<file path="config.mk">
export PLATFORM = sky130hd
export DESIGN_NAME = uart_receiver
export DESIGN_NICKNAME = d
export VERILOG_FILES = /design/src/rtl/uart_pkg.sv /design/src/rtl/uart_sync.sv /design/src/rtl/uart_receiver.sv
export SDC_FILE = /design/constraint.sdc
export NUM_CORES = 1
export LEC_CHECK = 0
export BUFFER_PORTS_ARGS = -buffer_cell sky130_fd_sc_hd__clkbuf_2
export CAP_MARGIN = 20
export CORE_MARGIN = 1.5
export CORE_UTILIZATION = 35
export DETAILED_ROUTE_END_ITERATION = 8
export GPL_TIMING_DRIVEN = 0
export PLACE_DENSITY_LB_ADDON = 0.1
export SLEW_MARGIN = 25
export SYNTH_ARGS = -nofsm -noshare
export SYNTH_HDL_FRONTEND = slang
export SYNTH_SLANG_ARGS = --single-unit
</file>
<file path="constraint.sdc">
create_clock -name clk -period 4.7 [get_ports clk]
set_clock_uncertainty 0.15 [all_clocks]
set_input_delay 0.705 -clock clk [delete_from_list [all_inputs] [get_ports clk]]
set_output_delay 0.705 -clock clk [all_outputs]
set_load 0.02 [all_outputs]
</file>
<file path="src/rtl/uart_pkg.sv">
// uart_pkg: shared UART definitions (state encoding, default widths).
// Used by uart_receiver and uart_tx.
package uart_pkg;

  localparam int DEF_DIV_W  = 16;
  localparam int DEF_DATA_W = 8;
  localparam int MIN_DIV    = 4;

  typedef enum logic [2:0] {
    IDLE,
    START,
    DATA,
    PARITY,
    STOP,
    BREAK
  } state_t;

endpackage

</file>
<file path="src/rtl/uart_sync.sv">
// uart_sync: 2-FF synchroniser with configurable reset value.
// Ports: clk, reset (async, low), d (async in), q (synchronised out).
module uart_sync #(
  parameter logic RST_VAL = 1'b1
) (
  input  logic clk,
  input  logic reset,
  input  logic d,
  output logic q
);

  logic meta;

  always_ff @(posedge clk or negedge reset) begin
    if (!reset) begin
      meta <= RST_VAL;
      q    <= RST_VAL;
    end else begin
      meta <= d;
      q    <= meta;
    end
  end

endmodule

</file>
<file path="src/rtl/uart_receiver.sv">
// uart_receiver: 8N1 UART deserialiser with valid/ready output.
// Optional even parity (8E1) when UART_RX_PARITY_EN is defined.
// Ports: clk, reset (async, low), div (cycles/bit), rxd (serial in),
//   rdy (downstream ready), dout/vld (byte out), frame_err, overrun.
import uart_pkg::*;

module uart_receiver #(
  parameter int DIV_W  = DEF_DIV_W,
  parameter int DATA_W = DEF_DATA_W
) (
  input  logic              clk,
  input  logic              reset,
  input  logic [DIV_W-1:0]  div,
  input  logic              rxd,
  input  logic              rdy,
  output logic [DATA_W-1:0] dout,
  output logic              vld,
  output logic              frame_err,
  output logic              overrun
);

  localparam int BW = $clog2(DATA_W + 1);
  localparam logic [BW-1:0] LAST = BW'(DATA_W - 1);

  state_t              state, state_n;
  logic [DIV_W-1:0]    cnt, cnt_n;
  logic [DIV_W-1:0]    divl, divl_n;
  logic [BW-1:0]       bits, bits_n;
  logic [DATA_W-1:0]   shift, shift_n;
  logic                par_err, par_n;
  logic                rxs, tick, done, bad;

  uart_sync #(.RST_VAL(1'b1)) u_sync (
    .clk   (clk),
    .reset (reset),
    .d     (rxd),
    .q     (rxs)
  );

  assign tick = (cnt == '0);

  always_ff @(posedge clk or negedge reset) begin
    if (!reset) begin
      state   <= IDLE;
      cnt     <= '0;
      divl    <= '0;
      bits    <= '0;
      shift   <= '0;
      par_err <= 1'b0;
    end else begin
      state   <= state_n;
      cnt     <= cnt_n;
      divl    <= divl_n;
      bits    <= bits_n;
      shift   <= shift_n;
      par_err <= par_n;
    end
  end

  always_comb begin
    state_n = state;
    cnt_n   = cnt;
    divl_n  = divl;
    bits_n  = bits;
    shift_n = shift;
    par_n   = par_err;
    done    = 1'b0;
    bad     = 1'b0;
    unique case (state)
      IDLE: begin
        if (!rxs) begin
          state_n = START;
          cnt_n   = (div >> 1) - 1'b1;
          bits_n  = '0;
          par_n   = 1'b0;
        end
      end
      START: begin
        if (!tick) begin
          cnt_n = cnt - 1'b1;
        end else if (rxs) begin
          state_n = IDLE;
        end else begin
          divl_n  = div;
          cnt_n   = div - 1'b1;
          state_n = DATA;
        end
      end
      DATA: begin
        if (!tick) begin
          cnt_n = cnt - 1'b1;
        end else begin
          shift_n = {rxs, shift[DATA_W-1:1]};
          cnt_n   = divl - 1'b1;
          bits_n  = bits + 1'b1;
          if (bits == LAST) begin
`ifdef UART_RX_PARITY_EN
            state_n = PARITY;
`else
            state_n = STOP;
`endif
          end
        end
      end
      PARITY: begin
        if (!tick) begin
          cnt_n = cnt - 1'b1;
        end else begin
          // even parity: data bits plus parity bit must xor to 0
          par_n   = (^shift) ^ rxs;
          cnt_n   = divl - 1'b1;
          state_n = STOP;
        end
      end
      STOP: begin
        if (!tick) begin
          cnt_n = cnt - 1'b1;
        end else if (rxs) begin
          state_n = IDLE;
          if (par_err) bad = 1'b1;
          else         done = 1'b1;
        end else begin
          bad     = 1'b1;
          state_n = BREAK;
        end
      end
      BREAK: begin
        if (rxs) state_n = IDLE;
      end
      default: state_n = IDLE;
    endcase
  end

  always_ff @(posedge clk or negedge reset) begin
    if (!reset) begin
      dout      <= '0;
      vld       <= 1'b0;
      frame_err <= 1'b0;
      overrun   <= 1'b0;
    end else begin
      frame_err <= bad;
      overrun   <= 1'b0;
      if (done) begin
        // a transfer this cycle frees the slot for the new byte
        if (!vld || rdy) begin
          dout <= shift;
          vld  <= 1'b1;
        end else begin
          overrun <= 1'b1;
        end
      end else if (vld && rdy) begin
        vld <= 1'b0;
      end
    end
  end

endmodule

</file>
==> results of run 1 <==
[routing by layer]
layer | share of wire | GRT usage
met5 | 0 | 0
met4 | 0.017 | 0.0827
met3 | 0.055 | 0.0257
met2 | 0.42 | 0.277
met1 | 0.50 | 0.296
[sequential cells by signal, summed over array words and instances (netlist names)]
register,flops
cnt,16
divl,16
dout,8
shift,8
bits,4
state,3
frame_err,1
overrun,1
par_err,1
u_sync.meta,1
u_sync.q,1
vld,1
[final timing paths]
| kind | from | endpoint | slack [ns] | cells past startpoint |
|---|---|---|---|---|
| min in group clk | u_sync.meta | u_sync.q | 0.21 | 0 |
| worst min-delay path | reset | overrun | 0.15 | 1 |
| worst min register to register | u_sync.meta | u_sync.q | 0.21 | 0 |
| worst max-delay path | cnt[0] | cnt[12] | 1.57 | 9 |
| worst max register to register | cnt[0] | cnt[12] | 1.57 | 9 |
| max in group asynchronous | reset | u_sync.meta | 3.65 | 2 |
[layout make-up]
class                      count  area, um^2
multi-input combinational    344        2400
clock buffer                   9         225
inverter                      12        45.0
fill                        1180        6730
buffer                        25         114
clock inverter                 7        56.3
sequential                    61        1530
tap                          143         179
timing repair buffer          24         138
[cell families after synthesis]
| group | count (synthesis) | share of synthesized area |
|---|---|---|
| AND/OR/NAND/NOR | 160 | 0.222 |
| AO/OA/AOI/OAI | 95 | 0.150 |
| flip-flops | 61 | 0.374 |
| XOR/XNOR | 52 | 0.111 |
| buffers and inverters | 37 | 0.0388 |
| multiplexers | 31 | 0.0850 |
| adder cells (fa/ha/maj) | 6 | 0.0183 |
[report_power, final]
group / internal (mW) / total (mW) / switching [mW]
sequential: 0.571 / 0.637 / 0.0660
clock: 0.364 / 0.637 / 0.273
combinational: 0.106 / 0.237 / 0.131
[cells in the final DEF, fill, tap and decap left out, drive strengths merged, types with 2 or more instances in the layout]
cell type / n
nor2b: 6
nand4: 8
nor3: 14
nor4b: 2
dfstp: 2
nand3: 16
clkinv: 2
a22oi: 2
xnor2: 22
nor4: 15
o21a: 2
o31ai: 7
or3: 5
a211oi: 3
nor2: 37
o22ai: 15
or4: 5
nand2b: 4
nand4b: 2
clkbuf: 46
a21oi: 20
o221ai: 2
nor3b: 6
buf: 12
nand3b: 4
dfrtp: 59
a31oi: 7
xor2: 30
mux2: 30
inv: 16
o311ai: 2
o21ai: 21
a22o: 3
ha: 6
nand2: 34
[worst max-delay path: stages, from the launching register on]
cell and delay (ns):
dfrtp_1 0.42, inv_1 0.07, ha_1 0.19, nor3b_2 0.41, nand2_1 0.22, nor3_2 0.43
o22ai_1 0.41, clkbuf_1 0.37, nand3_1 0.15, o311ai_0 0.14
[stage by stage]
stage	instances	area, um^2	power, mW
after global placement	608	4390	0.872
after CTS	625	4690	1.52
after global routing	625	4690	1.59
after detailed placement	609	4410	0.877
after floorplan	442	4090	0.801
final	625	4690	1.51
==> impl_metrics.toml, run 1 <==
[flow_run]
number_of_max_capacitance_violations_reported = 0

[clocking]
worstSkewPairLatency_ns = 0.34
cts_tree = "built"
clockBufferDepth = 2
cts.reportedPaths.clkPinSlew_ns = 0.06
tritoncts_num_sinks = 61
tritoncts.num_buffers = 9
cts_max_level = 3
ctsHoldBuffers = 0
cts_resized = 0
postCtsSetupRepairBufs = 0
cts_root_buffer_type = "clkbuf_16"

[timing]
unrepaired_setup_endpoints_after_global_routing = "no"
setup_slack_ns = 1.57
max_clock_freq_ghz = 0.320
max_slew_margin = 0.314
final_count_of_hold_timing_violations = 0
finalCriticalPeriod_ns = 3.13
worst_hold_slack_ns = 0.150
finalCritPeriodShare = 0.666
setup-violations-final = 0
final_sum_of_negative_setup_slack_ns = 0
timing_worst_slew_pin_value_ns = 1.02
timing.final.max_slew_violations = 0

[floorplanning]
design.core.area_um2 = 11400
effective_utilization_at_floorplan = 0.358
top_level_ports = 31
fp.dieH_um = 111
placementRows = 39
die_w_um = 111
die_area_um2 = 12300

[synth]
synth_top_area_frac = 0.361
syn-num-nets = 468
synthArstFlopShare = 1.00
synth-edff-count = 0
synth_cell_types = 59
yosys.area.top_type = "dfrtp_1"
synthesis.yosys.warnings = 0
postSynthRegisterBits = 61
synthesis.instances = 442
mappedNetlistArea_um2 = 4090
syn_area_per_cell_um2 = 9.26
synthFlopType = "dfrtp_1"
synthTopCellsByCount = "59 x dfrtp_1, 36 x nor2_1, 34 x nand2_1, 30 x mux2_2, 30 x xor2_1"
ys_seq_area_frac = 0.374
synthTopCellsByArea = "dfrtp_1 36%, mux2_2 8.3%, xor2_1 6.4%"
synth_most_common_cell = "dfrtp_1"

[place]
place.detailed.hpwl_mm = 8.40
gp_congestion = 0.880
count_of_input_and_output_buffers = 23
placement.setup.worst_slack_ns = 1.36

[drt]
routed_wire_length_per_instance_um = 18.3
first_iter_violations = 174
routed-via-count = 3462
drc = 0
drt_antenna_net_count = 0
drt-pass1-iter-count = 5
viasPerCell = 5.54
drt_wl_total_mm = 11.4

[grt]
globalRoute.totalOverflow = 0
grt_max_degree = 40
number_of_global_route_vias_before_repair = 3385
antenna_found_initial = 0
global_route_wire_length_before_repair_mm = 18.9
groute.usage.overall = 0.195

[finish]
layout-drive-gt1-share = 0.207
final_net_count = 503
antenna-diode-count = 0
area.growth.synth_to_final_pct = 14.6
final_util = 0.411

[setup_path]
crit_path_max_fanout = 10
critical_path_end_type = "register"
start_kind = "register"
worst-endpoint-arrival_ns = 3.17
worstSetupPathType = "reg2reg"
required_ns = 4.74

[hold_path]
min-delay-path-class = "in2async"

[pwr]
powerDensity_nw_per_um2 = 322
leakage_nw = 1.94
peakVddDrop_mv = 0.155

[status]
run_status = "completed"
Note: power is estimated with default switching activity, not from simulation.
==> run 2: changes to the inputs <==
--- a/config.mk
+++ b/config.mk
@@ -5,6 +5,7 @@
 export SDC_FILE = /design/constraint.sdc
 export NUM_CORES = 1
 export LEC_CHECK = 0
+export ABC_AREA = 1
 export BUFFER_PORTS_ARGS = -buffer_cell sky130_fd_sc_hd__clkbuf_2
 export CAP_MARGIN = 20
 export CORE_MARGIN = 1.5
==> constraint.sdc (replaced) <==
create_clock -name clk -period 3.1 [get_ports clk]
set_clock_uncertainty 0.15 [all_clocks]
set_input_delay 0.465 -clock clk [delete_from_list [all_inputs] [get_ports clk]]
set_output_delay 0.465 -clock clk [all_outputs]
set_load 0.02 [all_outputs]
==> run 2 against run 1 <==
Utilization about the same. Combinational power rose to 6.3 times the previous value. Cell count increased by 46%. Total power increased by 130%. Highest routed layer unchanged.
==> impl_metrics.toml, run 2 <==
[clocking]
ctsHoldBuffers = 1
worstSkewPairLatency_ns = 0.34
cts_resized = 0
tritoncts.num_buffers = 9
cts_max_level = 3
cts.reportedPaths.clkPinSlew_ns = 0.06
cts_root_buffer_type = "clkbuf_16"
cts_tree = "built"
tritoncts_num_sinks = 61
clockBufferDepth = 2
postCtsSetupRepairBufs = 0

[setup_path]
crit_path_max_fanout = 10
cp_top_family = "simple AND/OR/NAND/NOR gates"
worstSetupPathType = "reg2reg"
critical_path_end_type = "register"
required_ns = 3.21
timing.critical_path.cells = "inv_1, ha_1, nand3_4, inv_2, nand2_1, nor2_2, nand3_1, clkbuf_1, o21ai_1"
critical_path.n_buffers_inverters = 3
worst-endpoint-arrival_ns = 2.52
slowest_stage = "dfrtp_1"
slowest_delay_ns = 0.41
start_kind = "register"

[pwr]
leakage_nw = 2.47
peakVddDrop_mv = 0.301
powerDensity_nw_per_um2 = 682

[synth]
synth_most_common_cell = "nand2_1"
mappedNetlistArea_um2 = 4490
syn-num-nets = 717
synthTopCellsByCount = "212 x nand2_1, 95 x nor2_1, 74 x nand3_1, 67 x inv_1, 59 x dfrtp_1"
synth_cell_types = 36
syn_area_per_cell_um2 = 6.50
synth-edff-count = 0
synthTopCellsByArea = "dfrtp_1 33%, nand2_1 18%, nand3_1 8.2%"
postSynthRegisterBits = 61
ys_seq_area_frac = 0.340
synth_top_area_frac = 0.329
synthesis.yosys.warnings = 0
yosys.area.top_type = "dfrtp_1"
synthArstFlopShare = 1.00
synthFlopType = "dfrtp_1"
synthesis.instances = 691

[floorplanning]
top_level_ports = 31
die_w_um = 116
fp.dieH_um = 116
design.core.area_um2 = 12600
placementRows = 41
effective_utilization_at_floorplan = 0.357
die_area_um2 = 13500

[timing]
max_clock_freq_ghz = 0.415
max_slew_margin = 0.500
unrepaired_setup_endpoints_after_global_routing = "no"
timing.final.max_slew_violations = 0
final_count_of_hold_timing_violations = 0
final_sum_of_negative_setup_slack_ns = 0
finalCritPeriodShare = 0.777
finalCriticalPeriod_ns = 2.41
timing_worst_slew_pin_value_ns = 0.745
setup-violations-final = 0

[finish]
layout-drive-gt1-share = 0.126
num-fill-cells = 1385
area.growth.synth_to_final_pct = 15.0
final_net_count = 760
mostFrequentLayoutCell = "nand2_1"
antenna-diode-count = 0
layout_common_cells = "212 x nand2_1, 95 x nor2_1, 74 x nand3_1, 67 x inv_1, 59 x dfrtp_1"
final_util = 0.411
top_regs = "cnt x16, divl x16"

[drt]
routed-via-count = 4617
drc = 0
first_iter_violations = 343
drt_wl_total_mm = 14.1
drt_antenna_net_count = 0
viasPerCell = 5.07
drt-pass1-iter-count = 6
routed_wire_length_per_instance_um = 15.5

[grt]
antenna_found_initial = 0
global_route_wire_length_before_repair_mm = 22.7
globalRoute.totalOverflow = 0
grt_max_degree = 38
groute.usage.overall = 0.224
number_of_global_route_vias_before_repair = 4321

[place]
place.detailed.hpwl_mm = 11.1
gp_congestion = 0.899
count_of_input_and_output_buffers = 30

[flow_run]
number_of_max_capacitance_violations_reported = 0

[hold_path]
min-delay-path-class = "in2reg"

[status]
run_status = "completed"
run 2: changes by cell type after synthesis, moves of 11 or more:
cell and change:
clkbuf_1 -11, inv_1 +55, mux2_2 -29, nand2_1 +178
nand3_1 +58, nor2_1 +59, o21ai_0 +14, o21ai_1 +24
xnor2_1 -11, xor2_1 -13
run 2: cell families after synthesis:
family	count (synthesis)	share of synthesized area
flops	61	0.340
buf+inv	89	0.0827
simple gates	421	0.405
fa+ha+maj	6	0.0167
xor+xnor	28	0.0546
compound gates	85	0.0986
mux	1	0.00251
run 2: path summary, 6_finish.rpt:
kind | slack, ns | cells after the start | endpoint | from
hold reg to reg | 0.21 | 0 | u_sync.q | u_sync.meta
min in group asynchronous | 0.46 | 2 | divl[12] | reset
hold / removal | 0.06 | 1 | u_sync.meta | rxd
max in group asynchronous | 1.80 | 3 | cnt[6] | reset
setup reg to reg | 0.69 | 9 | divl[6] | cnt[0]
setup / recovery | 0.69 | 9 | divl[6] | cnt[0]
run 2: per-stage QoR:
stage                     worst slack, ns  instance area (um^2)  hold slack [ns]  total power, mW  instances
final                               0.690                  5170           0.0620             3.53        911
after CTS                           0.680                  5170           0.0508             3.55        911
after global routing                0.525                  5170           0.0472             3.81        911
after detailed placement            0.680                  4880            0.200             2.59        894
after global placement              0.681                  4860            0.198             2.58        893
after floorplan                      1.21                  4490           0.0194             2.16        691
run 2: area by class of cell:
cell class	instances	area (um^2)	share of cell area
Clock inverter	7	51.3	0.00993
Multi-Input combinational cell	541	2590	0.502
Inverter	74	278	0.0538
Tap cell	172	215	0.0416
Clock buffer	9	225	0.0436
Buffer	15	93.8	0.0182
Sequential cell	61	1530	0.296
Timing Repair Buffer	32	183	0.0354
run 2: where the power goes:
group          switching (mW)  leakage, nW  internal [mW]
Combinational           0.996         1.61          0.497
Clock                   0.396        0.132          0.542
Sequential              0.165        0.724          0.930
Total                    1.56         2.47           1.97
run 2: per-layer routing:
layer | track usage | share of wire
met5 | 0 | 0
met4 | 0.0610 | 0.017
met1 | 0.323 | 0.49
met3 | 0.0426 | 0.061
met2 | 0.344 | 0.43
==> run 3: changes to the inputs <==
==> constraint.sdc (replaced) <==
create_clock -name clk -period 2.5 [get_ports clk]
set_clock_uncertainty 0.15 [all_clocks]
set_input_delay 0.375 -clock clk [delete_from_list [all_inputs] [get_ports clk]]
set_output_delay 0.375 -clock clk [all_outputs]
set_load 0.02 [all_outputs]
==> run 3 against run 2 <==
Critical endpoint is now cnt[7]. Highest routed layer unchanged. Sequential power rose by 25%. Worst setup slack got worse by 0.54 ns. Critical path type unchanged. Utilization rose by 0.23 points. First-iteration DRC count rose by 12%. Cell count rose by 0.22%. Largest power group unchanged. Sequential share of layout area fell by 0.16 points. Count of clock-buffer cells in the layout did not move. Critical path depth rose by 3.
==> impl_metrics.toml, run 3 (synthesis gave the netlist of run 2 again) <==
[clocking]
cts_tree = "built"
clockBufferDepth = 2
worstSkewPairLatency_ns = 0.34
cts_max_level = 3
cts_root_buffer_type = "clkbuf_16"
cts.reportedPaths.clkPinSlew_ns = 0.06
tritoncts_num_sinks = 61
tritoncts.num_buffers = 9

[timing]
final_count_of_hold_timing_violations = 0
setup-violations-final = 0
timing.final.max_slew_violations = 0
setup_slack_ns = 0.150
worst_hold_slack_ns = 0.207
finalCritPeriodShare = 0.940
unrepaired_setup_endpoints_after_global_routing = "no"
final_sum_of_negative_setup_slack_ns = 0
finalCriticalPeriod_ns = 2.35
max_clock_freq_ghz = 0.425
timing_worst_slew_pin_value_ns = 0.701
max_slew_margin = 0.529

[floorplanning]
top_level_ports = 31
placementRows = 41
fp.dieH_um = 116
effective_utilization_at_floorplan = 0.357
die_area_um2 = 13500
design.core.area_um2 = 12600
die_w_um = 116

[place]
placement.setup.worst_slack_ns = 0.0906
placed_cells = 894
post_dp_cell_area_um2 = 4880
count_of_input_and_output_buffers = 30
place.detailed.hpwl_mm = 11.1
gp_congestion = 0.899

[finish]
top_regs = "cnt x16, divl x16"
register_area_um2 = 1530
area.growth.synth_to_final_pct = 15.7
mostFrequentLayoutCell = "nand2_1"
final_util = 0.413
layout-drive-gt1-share = 0.132
num-fill-cells = 1383
layoutNonFillerInstCount = 913
antenna-diode-count = 0
layout_common_cells = "211 x nand2_1, 95 x nor2_1, 73 x nand3_1, 67 x inv_1, 59 x dfrtp_1"
design_area_um2 = 5200
final_net_count = 762
multi_input_area_um2 = 2600

[drt]
routed-via-count = 4600
highest-signal-layer = "met4"
viasPerCell = 5.04
wl_met1_mm = 6.97
met3_routed_wl_um = 800
drt-pass1-iter-count = 5
drc = 0
met2_wirelength_mm = 6.01
drt_antenna_net_count = 0
first_iter_violations = 385
drt_wl_total_mm = 14.1
routed_wire_length_per_instance_um = 15.4

[pwr]
total_power_after_layout_mw = 4.37
leakage_nw = 2.48
peakVddDrop_mv = 0.376
powerDensity_nw_per_um2 = 842

[hold_path]
min-delay-path-class = "reg2reg"

[grt]
number_of_global_route_vias_before_repair = 4321
antenna_found_initial = 0
grt_max_degree = 38
globalRoute.totalOverflow = 0
global_route_wire_length_before_repair_mm = 22.7
groute.usage.overall = 0.224

[setup_path]
start_kind = "register"
worstSetupPathType = "reg2reg"
worst-endpoint-arrival_ns = 2.42
crit_path_max_fanout = 10
required_ns = 2.57
critical_path_end_type = "register"

[flow_run]
number_of_max_capacitance_violations_reported = 0

[status]
run_status = "completed"
run 3: changes by cell type in the layout (fill, tap and decap cells not counted):
cell	change
clkbuf_2	+1
buf_4	+1
nand3_2	+1
nand2_2	+1
nand3_1	-1
ha_2	+1
ha_1	-1
dlygate4sd3_1	+1
nand2_1	-1
clkbuf_1	-1
run 3: worst paths after layout:
path,cells past startpoint,startpoint,to,slack (ns)
max in group asynchronous,3,reset,cnt[6],1.29
max,12,cnt[0],cnt[7],0.15
min,0,u_sync.meta,u_sync.q,0.21
min reg2reg,0,u_sync.meta,u_sync.q,0.21
min in group asynchronous,2,reset,divl[8],0.37
max reg2reg,12,cnt[0],cnt[7],0.15
run 3: critical path, cell delays in order (launching register included):
cell and delay (ns):
dfrtp_1 0.41, inv_1 0.12, ha_2 0.23, nand3_4 0.14, nor2_2 0.17, nand2_1 0.10
nor2_4 0.24, nand2_1 0.14, nand3_2 0.19, buf_6 0.18, a21oi_1 0.05, nand2_1 0.07
nand2_1 0.05
run 3: power by group:
part           total (mW)  internal, mW  switching [mW]
clock                1.16         0.673           0.487
sequential           1.36          1.15           0.204
combinational        1.86         0.621            1.24
total                4.37          2.45            1.93
run 3: layer usage:
layer  global-route usage  vias up
li1                     -     2309
met1                0.323     2148
met2                0.344      123
met3               0.0426       20
met4               0.0610        0
met5                    0        -
run 3: area by class of cell:
cell class,count,share of cell area
Timing Repair Buffer,34,0.0385
Clock inverter,7,0.00987
Multi-Input combinational cell,541,0.501
Clock buffer,9,0.0433
Buffer,15,0.0183
Sequential cell,61,0.294
Inverter,74,0.0535
Tap cell,172,0.0414
run 3: repair_timing:
action                                  in CTS  in global routing
resized for setup                            0                  5
hold buffers                                 2                  0
endpoints found under the setup margin       0                 17
buffers inserted                             0                  1
hold endpoints to repair                    23                  0
